$ cat src/rtl/pwm_led_pkg.sv
// pwm_led_pkg: register offsets, bus FSM states and byte-strobe helper for pwm_led_controller
package pwm_led_pkg;
    localparam logic [7:0] OFS_DATA      = 8'h00;
    localparam logic [7:0] OFS_MODE      = 8'h04;
    localparam logic [7:0] OFS_BLINK     = 8'h08;
    localparam logic [7:0] OFS_PRESCALE  = 8'h0C;
    localparam logic [7:0] OFS_DUTY_BASE = 8'h10;
    typedef enum logic {IDLE, RESP} bus_state_t;
    function automatic logic [31:0] strobe_mask(input logic [3:0] s);
        return {{8{s[3]}}, {8{s[2]}}, {8{s[1]}}, {8{s[0]}}};
    endfunction
endpackage

$ cat src/rtl/led_timebase.sv
// led_timebase: shared prescaler, PWM counter and blink phase generator
module led_timebase #(
    parameter int PWM_BITS = 8
) (
    input  logic                clk,
    input  logic                reset_n,
    input  logic [15:0]         prescale,
    input  logic [15:0]         blink,
    input  logic                prescale_wr,
    input  logic                blink_wr,
    output logic [PWM_BITS-1:0] pwm_cnt,
    output logic                blink_phase
);
    logic [15:0] pre_cnt;
    logic [15:0] blink_cnt;
    logic        tick;
    logic        period_end;
    logic        blink_last;
    always_comb begin
        tick       = (pre_cnt == prescale) && !prescale_wr;
        period_end = tick && (pwm_cnt == '1);
        blink_last = blink_cnt == blink - 16'd1;
    end
    always_ff @(posedge clk or negedge reset_n) begin
        if (!reset_n) begin
            pre_cnt     <= '0;
            pwm_cnt     <= '0;
            blink_cnt   <= '0;
            blink_phase <= 1'b1;
        end else begin
            pre_cnt <= (prescale_wr || tick) ? '0 : pre_cnt + 16'd1;
            if (tick)
                pwm_cnt <= pwm_cnt + 1'b1;
            // BLINK=0 pins the phase high so blink-mode channels behave as steady
            if (blink_wr || blink == '0) begin
                blink_cnt   <= '0;
                blink_phase <= 1'b1;
            end else if (period_end) begin
                blink_cnt   <= blink_last ? '0 : blink_cnt + 16'd1;
                blink_phase <= blink_last ? ~blink_phase : blink_phase;
            end
        end
    end
endmodule

$ cat src/rtl/pwm_led_controller.sv
// pwm_led_controller: memory-mapped LED driver with per-channel PWM brightness and blink
module pwm_led_controller
    import pwm_led_pkg::*;
#(
    parameter int NUM_LEDS = 8,
    parameter int PWM_BITS = 8
) (
    input  logic                clk,
    input  logic                reset_n,
    input  logic                mem_valid,
    output logic                mem_ready,
    input  logic [31:0]         mem_addr,
    input  logic [31:0]         mem_wdata,
    input  logic [3:0]          mem_wstrb,
    output logic [31:0]         mem_rdata,
    output logic [NUM_LEDS-1:0] led
);
    bus_state_t          state, state_nxt;
    logic [NUM_LEDS-1:0] data, mode, pwm_on;
    logic [15:0]         blink, prescale;
    logic [PWM_BITS-1:0] duty [NUM_LEDS];
    logic [PWM_BITS-1:0] pwm_cnt;
    logic                blink_phase;
    logic [5:0]          word, duty_idx;
    logic                duty_hit, accept, wr, prescale_wr, blink_wr;
    logic [31:0]         rd_val, wval, rdata_q;
    logic                unused_bits;
    always_comb begin
        word     = mem_addr[7:2];
        // offsets below the duty block wrap to large indices and miss
        duty_idx = word - OFS_DUTY_BASE[7:2];
        duty_hit = 32'(duty_idx) < NUM_LEDS;
        accept   = state == IDLE && mem_valid;
        wr       = accept && mem_wstrb != 4'b0000;
        rd_val   = '0;
        if (word == OFS_DATA[7:2])     rd_val = 32'(data);
        if (word == OFS_MODE[7:2])     rd_val = 32'(mode);
        if (word == OFS_BLINK[7:2])    rd_val = 32'(blink);
        if (word == OFS_PRESCALE[7:2]) rd_val = 32'(prescale);
        for (int i = 0; i < NUM_LEDS; i++)
            if (duty_hit && duty_idx == 6'(i)) rd_val = 32'(duty[i]);
        wval        = (rd_val & ~strobe_mask(mem_wstrb)) | (mem_wdata & strobe_mask(mem_wstrb));
        prescale_wr = wr && word == OFS_PRESCALE[7:2];
        blink_wr    = wr && word == OFS_BLINK[7:2];
        state_nxt   = accept ? RESP : IDLE;
        mem_ready   = state == RESP;
        mem_rdata   = mem_ready ? rdata_q : '0;
        for (int i = 0; i < NUM_LEDS; i++)
            pwm_on[i] = duty[i] == '1 || pwm_cnt < duty[i];
        unused_bits = ^{mem_addr[31:8], mem_addr[1:0], wval};
    end
    always_ff @(posedge clk or negedge reset_n) begin
        if (!reset_n) begin
            state   <= IDLE;
            rdata_q <= '0;
        end else begin
            state   <= state_nxt;
            rdata_q <= accept ? rd_val : rdata_q;
        end
    end
    always_ff @(posedge clk or negedge reset_n) begin
        if (!reset_n) begin
            data     <= '0;
            mode     <= '0;
            blink    <= '0;
            prescale <= '0;
            led      <= '0;
            for (int i = 0; i < NUM_LEDS; i++) duty[i] <= '1;
        end else begin
            led <= data & pwm_on & (~mode | {NUM_LEDS{blink_phase}});
            if (wr && word == OFS_DATA[7:2]) data <= wval[NUM_LEDS-1:0];
            if (wr && word == OFS_MODE[7:2]) mode <= wval[NUM_LEDS-1:0];
            if (blink_wr)    blink    <= wval[15:0];
            if (prescale_wr) prescale <= wval[15:0];
            for (int i = 0; i < NUM_LEDS; i++)
                if (wr && duty_hit && duty_idx == 6'(i)) duty[i] <= wval[PWM_BITS-1:0];
        end
    end
    led_timebase #(.PWM_BITS(PWM_BITS)) u_timebase (
        .clk        (clk),
        .reset_n    (reset_n),
        .prescale   (prescale),
        .blink      (blink),
        .prescale_wr(prescale_wr),
        .blink_wr   (blink_wr),
        .pwm_cnt    (pwm_cnt),
        .blink_phase(blink_phase)
    );
endmodule

$ cat config.mk
export PLATFORM = sky130hd
export DESIGN_NAME = pwm_led_controller
export DESIGN_NICKNAME = d
export VERILOG_FILES = /design/src/rtl/pwm_led_pkg.sv /design/src/rtl/led_timebase.sv /design/src/rtl/pwm_led_controller.sv
export SDC_FILE = /design/constraint.sdc
export NUM_CORES = 1
export LEC_CHECK = 0
export ABC_AREA = 1
export BUFFER_PORTS_ARGS = -buffer_cell sky130_fd_sc_hd__buf_2
export CAP_MARGIN = 20
export CORE_AREA = 10 10 159 161
export DETAILED_ROUTE_END_ITERATION = 12
export DIE_AREA = 0 0 169 171
export HOLD_SLACK_MARGIN = 0.02
export PLACE_DENSITY = 0.76
export SLEW_MARGIN = 15
export SYNTH_ARGS = -nofsm -noshare
export SYNTH_HDL_FRONTEND = slang
export SYNTH_HIERARCHICAL = 1
export SYNTH_SLANG_ARGS = --single-unit
export TNS_END_PERCENT = 20
$ cat constraint.sdc
create_clock -name clk -period 2.45 [get_ports clk]
set_clock_uncertainty 0.05 [all_clocks]
set_input_delay 0.245 -clock clk [delete_from_list [all_inputs] [get_ports clk]]
set_output_delay 0.245 -clock clk [all_outputs]
set_load 0.005 [all_outputs]
==> results.toml <==
[outcome]
status = "finished clean"

[critical_path]
rr_worst_depth = 11
cp_slowest_cell = "dfstp_2"
slowest_delay_ps = 580
worstReg2RegStart = "duty[25]$_DFFE_PN1P_"
timing.reg2reg.setup_slack_ps = 110
crit_family = "compound AO/OA/AOI/OAI gates"
worstPathMaxFanout = 4
path_cells = "inv_1 -> ha_1 -> a21boi_0 -> o211ai_1 -> nand2_1 -> a21oi_1 -> nor2_1 -> o21a_1 -> o21ai_0 -> a2bb2oi_1 -> nor2_1"
crit_arrival_ps = 2640
crit_required_ps = 2750
worstPathBufferInverterCount = 1
reg2reg_to = "led[4]$_DFF_PN0_"
cpMostUsedCell = "nor2_1"
end_kind = "flop"
startpoint_type = "flop"
path_class = "flop to flop"

[cells_and_area]
register_area_um2 = 4536
insertedDiodeCount = 0
final_nets = 1886
n_fill_cell = 1940
drive_gt1_frac = 0.2001
final_util = 0.6341
finalNonFillerCells = 2049
area_growth_syn_to_layout_pct = 18.53
layout_common_cells = "nand2_1, inv_1, nand3_1"
multi_input_area_um2 = 6322
layout_commonest_cell = "nand2_1"

[clocking]
h-tree-depth = 4
cts_sinks = 178
clock_path_buffers = 2
cts-root-buf = "clkbuf_16"
numCtsBuffers = 17
clock_latency_ps = 450
clkSlewWorstSetupHoldPaths_ps = 80
cts_tree = "done"

[pwr]
seqPwrFrac = 0.444
peakVddDrop_mv = 0.4214
pwr-share-comb = 0.195
p_per_area_nw_per_um2 = 558.3
p_sw_mw = 2.560
internal_power_mw = 5.310
p_sw_frac = 0.3253
power_frac_clock = 0.361
leakage_nw = 7.023

[global_route]
grt_start_max_net_pins = 60
grt_first_pass_wirelength_um = 58510
grt-ovfl-total = 0
antenna_found_initial = 0
grt_usage = 0.2539
grt_pass1_vias = 11010

[routing]
via_count = 11630
ant_nets = 0
wl_per_cell_um = 18.31
first_pass_iters = 7
vias_per_cell = 5.677
drc = 0
finalWirelength_um = 37510
drt_iter0_drc = 1328

[place]
portBuffers = 53
gp_congestion = 0.9631
placed_cells = 2006
dp_hpwl_um = 27010

[synthesis]
syn_inst = 1594
synth_top_area_cell = "dfrtp_1"
synth-adder-area-share = 0.06734
syn_area_per_cell_um2 = 7.460
syn_area_um2 = 11890
yosys-top-cells-area = "dfrtp_1, nand2_1, dfstp_2"
synth_compound_area_frac = 0.08081
synth_edf_count = 0
yosys.area_share.simple = 0.3287
synthMuxAreaShare = 0.0009470
synth-main-ff-cell = "dfrtp_1"
synth_top_family_by_area = "simple AND/OR/NAND/NOR gates"
yosys_warnings = 6
ys_types = 51
synth_xor_area_frac = 0.04051
synth_top_area_share = 0.2378
ys_seq_elements = 178
async_flop_share = 1.000
seq_area_frac_synth = 0.3814

[timing]
period_minus_slack_ps = 2336
relSlewSlack = 0.4591
worst_pin_slew_ps = 802.8
setup_violations = 0
rsz0062_at_grt = "true"
hold_viol = 0
period_share = 0.9536
slew_viol_final = 0
fmax_ghz = 0.4280

[floorplanning]
die_w_um = 169
fp-row-count = 55
dieArea_um2 = 28900
die_h_um = 171
core_area_um2 = 22230
initial_core_util = 0.5350
ios = 112

[worst_hold_path]
hp-class = "primary input to flop"
holdPathEnd = "blink[14]$_DFFE_PN0P_"
min_path_cells = 5
worstHoldStart = "mem_wdata[14]"

[run]
drv_cap = 0
-- metal layers --
layer / track usage / wire length (um) / share of wire
met1: 0.3252 / 15300 / 0.41
met2: 0.4091 / 17330 / 0.46
met3: 0.04657 / 3193 / 0.085
met4: 0.1171 / 1687 / 0.045
met5: 0 / 0 / 0
-- worst max path at each step --
| stage | from | end | slack (ps) | cells past startpoint |
|---|---|---|---|---|
| after detailed placement | mem_addr[4] | duty[62]$_DFFE_PN1P_ | -360 | 24 |
| after global placement | mem_addr[4] | duty[62]$_DFFE_PN1P_ | -330 | 23 |
| after global routing | duty[25]$_DFFE_PN1P_ | led[4]$_DFF_PN0_ | -60 | 11 |
| final | duty[25]$_DFFE_PN1P_ | led[4]$_DFF_PN0_ | 110 | 11 |
| after CTS | mem_addr[4] | duty[62]$_DFFE_PN1P_ | 70 | 24 |
| after floorplan | mem_ready$_DFF_PN0_ | u_timebase/blink_cnt[6]$_DFFE_PN0P_ | -10 | 12 |
-- through the flow --
stage / setup TNS (ps) / total power [mW] / setup slack, ps / cell area (um^2) / hold WS [ps]
2_1_floorplan: -145.8 / 4.462 / -14.93 / 11950 / -100.6
3_3_place_gp: -20400 / 4.962 / -326.2 / 13280 / 219.0
3_5_place_dp: -25470 / 5.013 / -364.0 / 13280 / 216.8
4_1_cts: 0 / 7.856 / 73.75 / 13890 / 110.8
5_1_grt: -172.5 / 8.226 / -57.90 / 14090 / 141.7
6_report: 0 / 7.869 / 113.7 / 14090 / 114.8
-- logic make-up (layout without fill, tap and decap cells) --
| kind of cell | after synthesis | after routing |
|---|---|---|
| other cells | 1 | 16 |
| flops | 178 | 178 |
| simple gates | 857 | 858 |
| xor+xnor | 55 | 55 |
| buf+inv | 273 | 427 |
| mux | 1 | 1 |
| fa+ha+maj | 64 | 64 |
| compound gates | 165 | 165 |
-- worst register-to-register path, stage by stage, from the launching register on --
cell and delay [ps]:
dfstp_2 580, inv_1 60, ha_1 270, a21boi_0 130, o211ai_1 210, nand2_1 110
a21oi_1 180, nor2_1 60, o21a_1 170, o21ai_0 150, a2bb2oi_1 110, nor2_1 160
-- registers in the layout (all words and copies together) (netlist names) --
signal	cells
u_timebase/pre_cnt	16
mode	8
prescale	16
u_timebase/pwm_cnt	8
u_timebase/blink_phase	1
mem_ready	1
blink	16
rdata_q	16
led	8
u_timebase/blink_cnt	16
data	8
duty	64
-- synth_stat cells (2+ instances only) --
| master | number |
|---|---|
| a21boi_0 | 6 |
| a21oi_1 | 59 |
| a22oi_1 | 3 |
| a2bb2oi_1 | 3 |
| a31oi_1 | 8 |
| and3_1 | 2 |
| buf_1 | 10 |
| buf_2 | 9 |
| buf_4 | 20 |
| buf_6 | 10 |
| clkbuf_1 | 13 |
| dfrtp_1 | 113 |
| dfstp_2 | 65 |
| ha_1 | 64 |
| inv_1 | 205 |
| inv_2 | 4 |
| nand2_1 | 473 |
| nand2_2 | 6 |
| nand2_4 | 3 |
| nand3_1 | 148 |
| nand3_2 | 10 |
| nand3b_1 | 5 |
| nand4_1 | 56 |
| nor2_1 | 88 |
| nor2_2 | 13 |
| nor2_4 | 4 |
| nor2_8 | 2 |
| nor3_1 | 13 |
| nor3_2 | 3 |
| nor3b_1 | 3 |
| nor4_1 | 15 |
| o211ai_1 | 10 |
| o21a_1 | 9 |
| o21ai_0 | 36 |
| o21ai_1 | 17 |
| o22ai_1 | 11 |
| or2_2 | 8 |
| xnor2_1 | 24 |
| xor2_1 | 31 |
-- repair_timing --
item                                    4_1_cts  5_1_grt
endpoints found under the hold margin        34        0
hold buffers                                  1        0
gates resized for setup                       0       25
endpoints found under the setup margin        0       82
setup buffers                                 0        8
-- cell type report --
cell class	count	area share
Tap cell	285	0.02530
Multi-Input combinational cell	1159	0.4486
Clock buffer	17	0.03018
Clock inverter	15	0.01305
Sequential cell	178	0.3218
Inverter	211	0.05664
Timing Repair Buffer	184	0.1045
-- power by group through the flow --
stage / sequential, mW / combinational [mW] / clock, mW
finish: 3.49 / 1.53 / 2.84
global route: 3.52 / 1.71 / 3.00
detailed placement: 3.54 / 1.48 / 0
floorplan: 3.46 / 1.00 / 0
CTS: 3.49 / 1.49 / 2.88
global placement: 3.53 / 1.43 / 0
Note: power is estimated with default switching activity, not from simulation.
